$ cat src/rtl/cpu_pkg.sv
`default_nettype none
// ============================================================================
// Module      : cpu_pkg
// Description : Shared CPU pipeline types and constants used by decode,
//               operand fetch and execute.
// Revision    : 1.0 - initial release
// ============================================================================
package cpu_pkg;

    localparam int XLEN       = 32;
    localparam int REG_ADDR_W = 5;
    localparam int NREGS      = 32;
    localparam int CTRL_W     = 16;

    typedef logic [REG_ADDR_W-1:0] reg_addr_t;
    typedef logic [CTRL_W-1:0]     ctrl_t;

    // True when a valid producer targets the given register address.
    function automatic logic addr_hit(input logic v, input reg_addr_t a, input reg_addr_t b);
        return v && (a == b);
    endfunction

endpackage
`default_nettype wire

$ cat src/rtl/op_scoreboard.sv
`default_nettype none
// ============================================================================
// Module      : op_scoreboard
// Description : Pending-load scoreboard. One bit per architectural register,
//               set when a load is issued, cleared at load writeback or when
//               an un-issued load is squashed. Provides hazard lookup for two
//               sources plus the destination, treating a same-cycle writeback
//               as already resolved (the register file bypasses it).
// Revision    : 1.0 - initial release
// ============================================================================
module op_scoreboard
    import cpu_pkg::*;
#(
    parameter int NREGS = 32
) (
    input  logic                  clk,
    input  logic                  rst_n,
    input  logic                  set_en,
    input  logic [REG_ADDR_W-1:0] set_addr,
    input  logic                  clr_en,
    input  logic [REG_ADDR_W-1:0] clr_addr,
    input  logic                  sq_en,
    input  logic [REG_ADDR_W-1:0] sq_addr,
    input  logic [REG_ADDR_W-1:0] rs1,
    input  logic [REG_ADDR_W-1:0] rs2,
    input  logic [REG_ADDR_W-1:0] rd,
    input  logic                  rd_chk,
    output logic                  hazard
);

    logic [NREGS-1:0] w_sb;
    logic [NREGS-1:0] w_pend;
    logic             w_rs1_pend;
    logic             w_rs2_pend;
    logic             w_rd_pend;

    generate
        for (genvar i = 0; i < NREGS; i++) begin : g_bit
            if (i == 0) begin : g_zero
                // x0 never has a pending producer.
                assign w_sb[i] = 1'b0;
            end else begin : g_reg
                logic r_bit;
                // Set takes priority over a same-cycle clear of the same register.
                always_ff @(posedge clk or negedge rst_n) begin
                    if (!rst_n) begin
                        r_bit <= 1'b0;
                    end else if (addr_hit(set_en, set_addr, REG_ADDR_W'(i))) begin
                        r_bit <= 1'b1;
                    end else if (addr_hit(clr_en, clr_addr, REG_ADDR_W'(i)) ||
                                 addr_hit(sq_en, sq_addr, REG_ADDR_W'(i))) begin
                        r_bit <= 1'b0;
                    end
                end
                assign w_sb[i] = r_bit;
            end
            // A writeback this cycle already satisfies the read through the RF bypass.
            assign w_pend[i] = w_sb[i] && !addr_hit(clr_en, clr_addr, REG_ADDR_W'(i));
        end
    endgenerate

    // Per-source lookup; index 0 is skipped so x0 never stalls.
    always_comb begin
        w_rs1_pend = 1'b0;
        w_rs2_pend = 1'b0;
        w_rd_pend  = 1'b0;
        for (int i = 1; i < NREGS; i++) begin
            if (rs1 == REG_ADDR_W'(i)) w_rs1_pend = w_pend[i];
            if (rs2 == REG_ADDR_W'(i)) w_rs2_pend = w_pend[i];
            if (rd  == REG_ADDR_W'(i)) w_rd_pend  = w_pend[i];
        end
    end

    assign hazard = w_rs1_pend || w_rs2_pend || (rd_chk && w_rd_pend);

endmodule
`default_nettype wire

$ cat src/rtl/operand_fetch.sv
`default_nettype none
// ============================================================================
// Module      : operand_fetch
// Description : Decode-to-execute pipeline stage. Accepts one decoded
//               instruction per cycle, resolves operands (x0, EX forward,
//               register file), stalls load-use and load WAW hazards through
//               a pending-load scoreboard and holds the result in a one-entry
//               output register.
// Options     : OPFETCH_STALL_CNT_EN - adds the 32-bit stall_cnt output that
//               counts cycles in which a valid instruction is held off by a
//               hazard.
// Revision    : 1.0 - initial release
// ============================================================================
module operand_fetch
    import cpu_pkg::*;
#(
    parameter int XLEN   = cpu_pkg::XLEN,
    parameter int NREGS  = cpu_pkg::NREGS,
    parameter int CTRL_W = cpu_pkg::CTRL_W
) (
    input  logic                  clk,
    input  logic                  reset_n,
    input  logic                  in_valid,
    output logic                  in_ready,
    input  logic [REG_ADDR_W-1:0] in_rs1,
    input  logic [REG_ADDR_W-1:0] in_rs2,
    input  logic [REG_ADDR_W-1:0] in_rd,
    input  logic                  in_rd_we,
    input  logic                  in_is_load,
    input  logic [CTRL_W-1:0]     in_ctrl,
    output logic [REG_ADDR_W-1:0] rf_rd1_addr,
    output logic [REG_ADDR_W-1:0] rf_rd2_addr,
    input  logic [XLEN-1:0]       rf_rd1_data,
    input  logic [XLEN-1:0]       rf_rd2_data,
    input  logic                  ex_fwd_valid,
    input  logic [REG_ADDR_W-1:0] ex_fwd_addr,
    input  logic [XLEN-1:0]       ex_fwd_data,
    input  logic                  wb_ld_valid,
    input  logic [REG_ADDR_W-1:0] wb_ld_addr,
    input  logic                  flush,
    output logic                  out_valid,
    input  logic                  out_ready,
    output logic [XLEN-1:0]       out_op_a,
    output logic [XLEN-1:0]       out_op_b,
    output logic [REG_ADDR_W-1:0] out_rd,
    output logic                  out_rd_we,
    output logic                  out_is_load,
`ifdef OPFETCH_STALL_CNT_EN
    output logic [31:0]           stall_cnt,
`endif
    output logic [CTRL_W-1:0]     out_ctrl
);

    logic                  w_hazard;
    logic                  w_ready;
    logic                  w_accept;
    logic                  w_transfer;
    logic                  w_sb_set;
    logic                  w_sb_sq;
    logic [XLEN-1:0]       w_op_a;
    logic [XLEN-1:0]       w_op_b;

    logic                  r_valid;
    logic [XLEN-1:0]       r_op_a;
    logic [XLEN-1:0]       r_op_b;
    logic [REG_ADDR_W-1:0] r_rd;
    logic                  r_rd_we;
    logic                  r_is_load;
    logic [CTRL_W-1:0]     r_ctrl;

    assign rf_rd1_addr = in_rs1;
    assign rf_rd2_addr = in_rs2;

    // Issuing a load that writes a real register marks it pending.
    assign w_sb_set = w_accept && in_is_load && in_rd_we && (in_rd != '0);
    // A squashed load never reaches writeback, so its pending bit is released here.
    // rd_we is required as well: a load that never set a bit must not clear
    // one owned by an earlier in-flight load.
    assign w_sb_sq  = flush && r_valid && r_is_load && r_rd_we && (r_rd != '0);

    op_scoreboard #(
        .NREGS (NREGS)
    ) u_scoreboard (
        .clk      (clk),
        .rst_n    (reset_n),
        .set_en   (w_sb_set),
        .set_addr (in_rd),
        .clr_en   (wb_ld_valid),
        .clr_addr (wb_ld_addr),
        .sq_en    (w_sb_sq),
        .sq_addr  (r_rd),
        .rs1      (in_rs1),
        .rs2      (in_rs2),
        .rd       (in_rd),
        .rd_chk   (in_is_load && in_rd_we),
        .hazard   (w_hazard)
    );

    assign w_ready    = !w_hazard && (!r_valid || out_ready) && !flush;
    assign w_accept   = in_valid && w_ready;
    assign w_transfer = r_valid && out_ready;
    assign in_ready   = w_ready;

    // Operand priority: x0, then EX forward, then register-file data.
    always_comb begin
        w_op_a = rf_rd1_data;
        w_op_b = rf_rd2_data;
        if (in_rs1 == '0) begin
            w_op_a = '0;
        end else if (addr_hit(ex_fwd_valid, ex_fwd_addr, in_rs1)) begin
            w_op_a = ex_fwd_data;
        end
        if (in_rs2 == '0) begin
            w_op_b = '0;
        end else if (addr_hit(ex_fwd_valid, ex_fwd_addr, in_rs2)) begin
            w_op_b = ex_fwd_data;
        end
    end

    // One-entry output register: load on accept, drop on transfer or flush, else hold.
    always_ff @(posedge clk or negedge reset_n) begin
        if (!reset_n) begin
            r_valid   <= 1'b0;
            r_op_a    <= '0;
            r_op_b    <= '0;
            r_rd      <= '0;
            r_rd_we   <= 1'b0;
            r_is_load <= 1'b0;
            r_ctrl    <= '0;
        end else if (w_accept) begin
            r_valid   <= 1'b1;
            r_op_a    <= w_op_a;
            r_op_b    <= w_op_b;
            r_rd      <= in_rd;
            r_rd_we   <= in_rd_we;
            r_is_load <= in_is_load;
            r_ctrl    <= in_ctrl;
        end else if (w_transfer || flush) begin
            r_valid   <= 1'b0;
        end
    end

    assign out_valid   = r_valid;
    assign out_op_a    = r_op_a;
    assign out_op_b    = r_op_b;
    assign out_rd      = r_rd;
    assign out_rd_we   = r_rd_we;
    assign out_is_load = r_is_load;
    assign out_ctrl    = r_ctrl;

`ifdef OPFETCH_STALL_CNT_EN
    logic [31:0] r_stall_cnt;

    // Count cycles where a presented instruction is blocked by a hazard.
    always_ff @(posedge clk or negedge reset_n) begin
        if (!reset_n) begin
            r_stall_cnt <= '0;
        end else if (in_valid && w_hazard && !flush) begin
            r_stall_cnt <= r_stall_cnt + 32'd1;
        end
    end

    assign stall_cnt = r_stall_cnt;
`endif

endmodule
`default_nettype wire

$ cat config.mk
export PLATFORM = sky130hd
export DESIGN_NAME = operand_fetch
export DESIGN_NICKNAME = d
export VERILOG_FILES = /design/src/rtl/cpu_pkg.sv /design/src/rtl/op_scoreboard.sv /design/src/rtl/operand_fetch.sv
export SDC_FILE = /design/constraint.sdc
export NUM_CORES = 1
export LEC_CHECK = 0
export ABC_AREA = 1
export CAP_MARGIN = 10
export CORE_MARGIN = 1
export CORE_UTILIZATION = 48
export CTS_BUF_LIST = sky130_fd_sc_hd__clkbuf_8 sky130_fd_sc_hd__clkbuf_16
export DETAILED_ROUTE_END_ITERATION = 16
export MAX_ROUTING_LAYER = met4
export PLACE_DENSITY = 0.82
export SLEW_MARGIN = 10
export SYNTH_ARGS = -nofsm -noshare
export SYNTH_HDL_FRONTEND = slang
export SYNTH_SLANG_ARGS = --single-unit
export TNS_END_PERCENT = 20
$ cat constraint.sdc
create_clock -name clk -period 4.17 [get_ports clk]
set_input_delay 0.834 -clock clk [delete_from_list [all_inputs] [get_ports clk]]
set_output_delay 0.834 -clock clk [all_outputs]
set_load 0.01 [all_outputs]
==> results.toml, run 1 <==
[drt]
drt_first_pass_iters = 6
drt_iter0_drc = 1025
via_count = 9982
drt-total-wl_um = 35100
ant_nets = 0
viasPerCell = 5.66
wl_per_cell_um = 19.9
drc = 0

[yosys]
yosys-mux-area-fraction_pct = 0
synth-main-ff-cell = "dfrtp_1"
synth_edf_count = 0
synth-xor-area-share_pct = 0
synth_seq_area_share_pct = 38.6
yosys.area_share.simple_pct = 28.2
yosys_warnings = 0
synth_nets = 1272
synth_area_um2 = 7710
synth_seq_cells = 119
synthAdderAreaFrac_pct = 0
synth_cell_types = 38
avgSynthCellArea_um2 = 6.85
synthArstFlopShare_pct = 100
synth_compound_area_share_pct = 20.0
synth_top_family_by_area = "simple AND/OR/NAND/NOR gates"
synthCells = 1126

[clock_tree]
cts.reportedPaths.clkPinSlew_ns = 0.06
ctsHoldBuffers = 0
clk_latency_ns = 0.43
cts_htree_levels = 4
cts_buffers = 17
root_buffer = "clkbuf_16"
cts_tree = "done"
cts_buffer_depth = 2
cts_sinks = 119

[layout]
drive_gt1_share_pct = 21.9
design_area_um2 = 12500
fillers = 1029
final_net_count = 1683
synthToLayoutAreaGrowth_pct = 61.9
layout_common_cells = "311 x nand2_1, 221 x clkdlybuf4s50_1, 205 x buf_4"
final_common_cell = "nand2_1"
stdcell_count = 1764

[power_and_ir_drop]
p_leak_nw = 6.03
ir_drop_v = 0.000399
p_per_area_nw_per_um2 = 371

[sta]
final_max_slew_viol_count = 0
worst_pin_slew_ns = 1.14
fmax_ghz = 0.237
fin_crit_sh_pct = 101
period_needed_ns = 4.22
rsz0062_at_grt = "true"
finalClockSkew_ns = 0.0162
relSlewSlack_pct = 23.8
setup_slack_ns = -0.0454
setup-violations-final = 1
hold_viol_final = 0

[outcome]
violations = "setup timing"
status = "complete, but fails checks"

[setup_path]
cp.arrival_ns = 3.38
worstPathRequired_ns = 3.34
rrSetupSlack_ns = 1.07
cp-start-kind = "input pin"
cp_max_fo = 4
crit_buf_inv = 10
endpoint_kind = "output port"
critPathTopFamily = "simple AND/OR/NAND/NOR gates"
critPathSlowestCell = "a41oi_1"
critPathMaxStageDelay_ns = 0.26
cpMostUsedCell = "buf_4"
crit_chain = "buf_4 > buf_6 > inv_4 > nand2_4 > nor2_4 > buf_4 > buf_4 > buf_4 > buf_4 > buf_4 > nand2_1 > nand2_1 > inv_1 > a41oi_1 > nand3_2 > nand2_2 > nand4_1 > nor2_1 > nand4_1 > nor2_2 > and2_4 > buf_6"
worstSetupPathType = "in2out"

[floorplanning]
dieHeight_um = 129
initial_core_util_pct = 50.0
fp-row-count = 45
core_um2 = 15400
die-area_um2 = 16600
io_pins = 245
fp.dieW_um = 129

[hold_path]
holdCritPathClass = "reg2reg"

[placement]
pre_cts_ws_ns = -0.809
portBuffers = 244
post_dp_cell_area_um2 = 11300
routabilityCongestion = 1.06
dp_cells = 1684
dp_hpwl_um = 23900

[global_routing]
grt_pass1_vias = 10126
grt_overflow = 0
grt_start_max_net_pins = 94
antenna_found_initial = 3
grt_pass1_wl_um = 54300
grt.total_usage_pct = 45.0

[flow_run]
drv_cap = 0
## metrics by stage
stage               TNS, ns  hold slack (ns)  util (%)  total power [W]
finish              -0.0454            0.487      80.9          0.00464
global route         -0.229            0.505      80.9          0.00481
floorplan                 0            0.516         -          0.00214
detailed placement    -7.27            0.473      73.5          0.00306
CTS                       0            0.487      79.9          0.00456
global placement     -0.815            0.466      73.5          0.00303
## synth_stat cells, types with 3 or more instances
| library cell | instances | area (um2) |
|---|---|---|
| buf_6 | 14 | 158 |
| nand4_1 | 29 | 181 |
| nand3_1 | 38 | 190 |
| o21ai_1 | 75 | 375 |
| a41oi_1 | 4 | 35.0 |
| nor2_1 | 84 | 315 |
| o21bai_1 | 32 | 240 |
| nor2_2 | 4 | 25.0 |
| buf_2 | 9 | 45.0 |
| inv_2 | 3 | 11.3 |
| nor3_1 | 22 | 110 |
| o211ai_1 | 32 | 240 |
| a221oi_1 | 4 | 35.0 |
| nor4_1 | 6 | 37.5 |
| clkbuf_1 | 30 | 113 |
| inv_1 | 159 | 597 |
| o22ai_1 | 3 | 18.8 |
| a31oi_1 | 35 | 219 |
| buf_4 | 11 | 82.6 |
| o21ai_0 | 48 | 240 |
| nand2_1 | 330 | 1240 |
| dfrtp_1 | 119 | 2980 |
| or3_1 | 3 | 18.8 |
| a21oi_1 | 13 | 65.1 |
## per-layer routing
metal | share of wire [%] | vias to the layer above | global-route usage, %
met3 | 10 | 189 | 13.1
li1 | - | 4512 | -
met1 | 37 | 4618 | 51.0
met5 | 0 | - | -
met2 | 46 | 663 | 70.4
met4 | 6.4 | 0 | 27.4
## cell families after synthesis
kind of cell | after synthesis
simple gates | 523
buf+inv | 229
flops | 119
compound gates | 255
## cell type report
class | instances | area (um2) | share of cell area, %
inverters | 163 | 617 | 4.94
clock inverters | 13 | 121 | 0.972
well taps | 211 | 264 | 2.11
multi-input cells | 779 | 4000 | 32.0
repair buffers | 457 | 4050 | 32.4
flip-flops and latches | 119 | 2980 | 23.8
clock buffers | 19 | 453 | 3.63
diodes | 3 | 7.51 | 0.0601
## sequential cells by signal (all words and copies together) (netlist names)
signal / count
out_op_a: 32
out_op_b: 32
u_scoreboard.g_bit.g_reg.r_bit: 31
out_ctrl: 16
out_rd: 5
out_is_load: 1
out_rd_we: 1
out_valid: 1
## report_power, final
part	total, W	leakage [nW]	internal (W)	switching, W
Combinational	0.00162	4.24	0.000806	0.000813
Sequential	0.00158	1.53	0.00140	0.000186
Clock	0.00144	0.268	0.000854	0.000581
Total	0.00464	6.03	0.00306	0.00158
## what timing repair did
action | CTS | global route
endpoints found under the setup margin | 1 | 2
endpoints found under the hold margin | 0 | 0
gates cloned | 1 | 0
buffers inserted | 40 | 5
pin swaps | 15 | 32
resized for setup | 79 | 89
## path summary, 6_finish.rpt
check	from	end	cells after the start
worst max register to register	u_scoreboard.g_bit[7].g_reg.r_bit	out_ctrl[1]	26
worst min register to register	out_ctrl[7]	out_ctrl[7]	2
worst max-delay path	wb_ld_addr[0]	in_ready	22
max in group asynchronous	reset_n	out_op_b[3]	2
worst min-delay path	out_ctrl[7]	out_ctrl[7]	2
min in group asynchronous	reset_n	out_op_b[10]	1
## tightest hold or removal path: stages, from the launching register on
cell	delay, ns
dfrtp_1	0.34
nand2_1	0.05
o21ai_0	0.06
Note: power is estimated with default switching activity, not from simulation.
==> run 2: changes to the inputs <==
SKIP_LAST_GASP = 1   (was not set)
==> run 2 against run 1 <==
Net effect:
- the run still ends with setup timing left
- wire length up 0.33%
- count of clock-buffer cells in the layout is the same
- critical path depth rose by 8
- sequential share of layout area about the same
- via count increased by 0.20%
- critical endpoint is now out_rd[1]
- register-to-register slack got worse by 0.09 ns
- clock skew is 0.0061 ns lower
- fmax shrank 1.9%
- final cell count unchanged
- core utilization hardly changed
- largest power group unchanged
==> results.toml, run 2 (synthesis gave the netlist of run 1 again) <==
[outcome]
status = "complete, but fails checks"
violations = "setup timing"

[global_routing]
grt_overflow = 0
grt.total_usage_pct = 45.0
antenna_found_initial = 3
grt_pass1_vias = 10126
grt_start_max_net_pins = 94
grt_pass1_wl_um = 54300

[floorplanning]
initial_core_util_pct = 50.0
fp.dieW_um = 129
fp-row-count = 45
die-area_um2 = 16600
io_pins = 245
core_um2 = 15400
dieHeight_um = 129

[clock_tree]
cts_tree = "done"
cts_buffers = 17
cts_buffer_depth = 2
cts.reportedPaths.clkPinSlew_ns = 0.05
cts_sinks = 119
clk_latency_ns = 0.42
cts_htree_levels = 4
root_buffer = "clkbuf_16"
ctsHoldBuffers = 0

[sta]
fmax_ghz = 0.233
finalClockSkew_ns = 0.0100
rsz0062_at_grt = "true"
holdWs_ns = 0.487
worst_pin_slew_ns = 1.18
period_needed_ns = 4.30
setup_slack_ns = -0.128
setup-violations-final = 2
relSlewSlack_pct = 21.3
fin_tns_setup_ns = -0.172
final_max_slew_viol_count = 0
fin_crit_sh_pct = 103
hold_viol_final = 0

[drt]
drt-total-wl_um = 35200
drt_first_pass_iters = 8
drc = 0
viasPerCell = 5.67
drt_iter0_drc = 1120
via_count = 10002
ant_nets = 0
wl_per_cell_um = 20.0

[layout]
final_net_count = 1683
design_area_um2 = 12500
synthToLayoutAreaGrowth_pct = 61.8
layout_common_cells = "311 x nand2_1, 221 x clkdlybuf4s50_1, 205 x buf_4"
fin_util_pct = 80.9
final_common_cell = "nand2_1"
drive_gt1_share_pct = 21.9

[placement]
post_dp_cell_area_um2 = 11300
routabilityCongestion = 1.06
dp_hpwl_um = 23900
portBuffers = 244

[setup_path]
cp-start-kind = "input pin"
cp.arrival_ns = 4.64
critPathTopFamily = "buffers and inverters"
crit_buf_inv = 29
worstPathRequired_ns = 4.51
endpoint_kind = "flop"
cpMostUsedCell = "buf_4"
worstSetupPathType = "in2reg"
cp_max_fo = 2
critPathSlowestCell = "clkdlybuf4s15_1"
critPathMaxStageDelay_ns = 0.21

[power_and_ir_drop]
switchingPower_w = 0.00158
p_total_w = 0.00463
pwr-share-clk_pct = 30.9
p_sw_share_pct = 34.0
seq_power_share_pct = 34.2
pwr-share-comb_pct = 34.9
p_leak_nw = 6.03
p_int_w = 0.00306
ir_drop_v = 0.000394
p_per_area_nw_per_um2 = 371

[hold_path]
holdCritPathClass = "reg2reg"

[flow_run]
drv_cap = 0
run 2: per-layer routing:
layer  vias up  GRT usage, %  wire (um)
li1       4513             -          -
met1      4586          51.0      12800
met2       704          70.4      16400
met3       199          13.1       3740
met4         0          27.4       2290
met5         -             -          0
run 2: metrics by stage:
stage          instances  setup slack, ns
2_1_floorplan       1126            0.669
3_3_place_gp        1684           -0.732
3_5_place_dp        1684           -0.809
4_1_cts             1757          0.00677
5_1_grt             1764           -0.233
6_report            1764           -0.128
run 2: worst register-to-register path: cells and delay by family, from the launching register on:
family,cells,cell delay [ns]
buf+inv,5,0.66
simple gates,17,1.50
flops,1,0.36
compound gates,3,0.54
run 2: repair_timing:
item | CTS | global route
resized for setup | 79 | 86
buffers inserted | 40 | 5
gates cloned | 1 | 0
endpoints found under the setup margin | 1 | 2
pin swaps | 15 | 31
run 2: area by class of cell:
cell class	instances	area, um2
multi-input cells	779	3990
diodes	3	7.51
well taps	211	264
flip-flops and latches	119	2980
clock inverters	13	121
clock buffers	19	453
fillers	1032	2940
inverters	163	617
repair buffers	457	4060
run 2: path summary, 6_finish.rpt:
path,startpoint,endpoint,slack [ns],depth (start not counted)
worst max-delay path,in_rd[1],out_rd[1],-0.13,30
worst min-delay path,out_ctrl[7],out_ctrl[7],0.49,2
worst max register to register,u_scoreboard.g_bit[7].g_reg.r_bit,out_rd[3],0.98,25
worst min register to register,out_ctrl[7],out_ctrl[7],0.49,2
max in group asynchronous,reset_n,out_rd_we,2.78,2
min in group asynchronous,reset_n,out_op_b[10],0.56,1
run 2: power by group through the flow:
stage	clock network, W	logic [W]	registers (W)
finish	0.00143	0.00162	0.00158
global route	0.00149	0.00171	0.00160
CTS	0.00143	0.00155	0.00157
detailed placement	0	0.00149	0.00157
global placement	0	0.00146	0.00157
floorplan	0	0.000486	0.00165
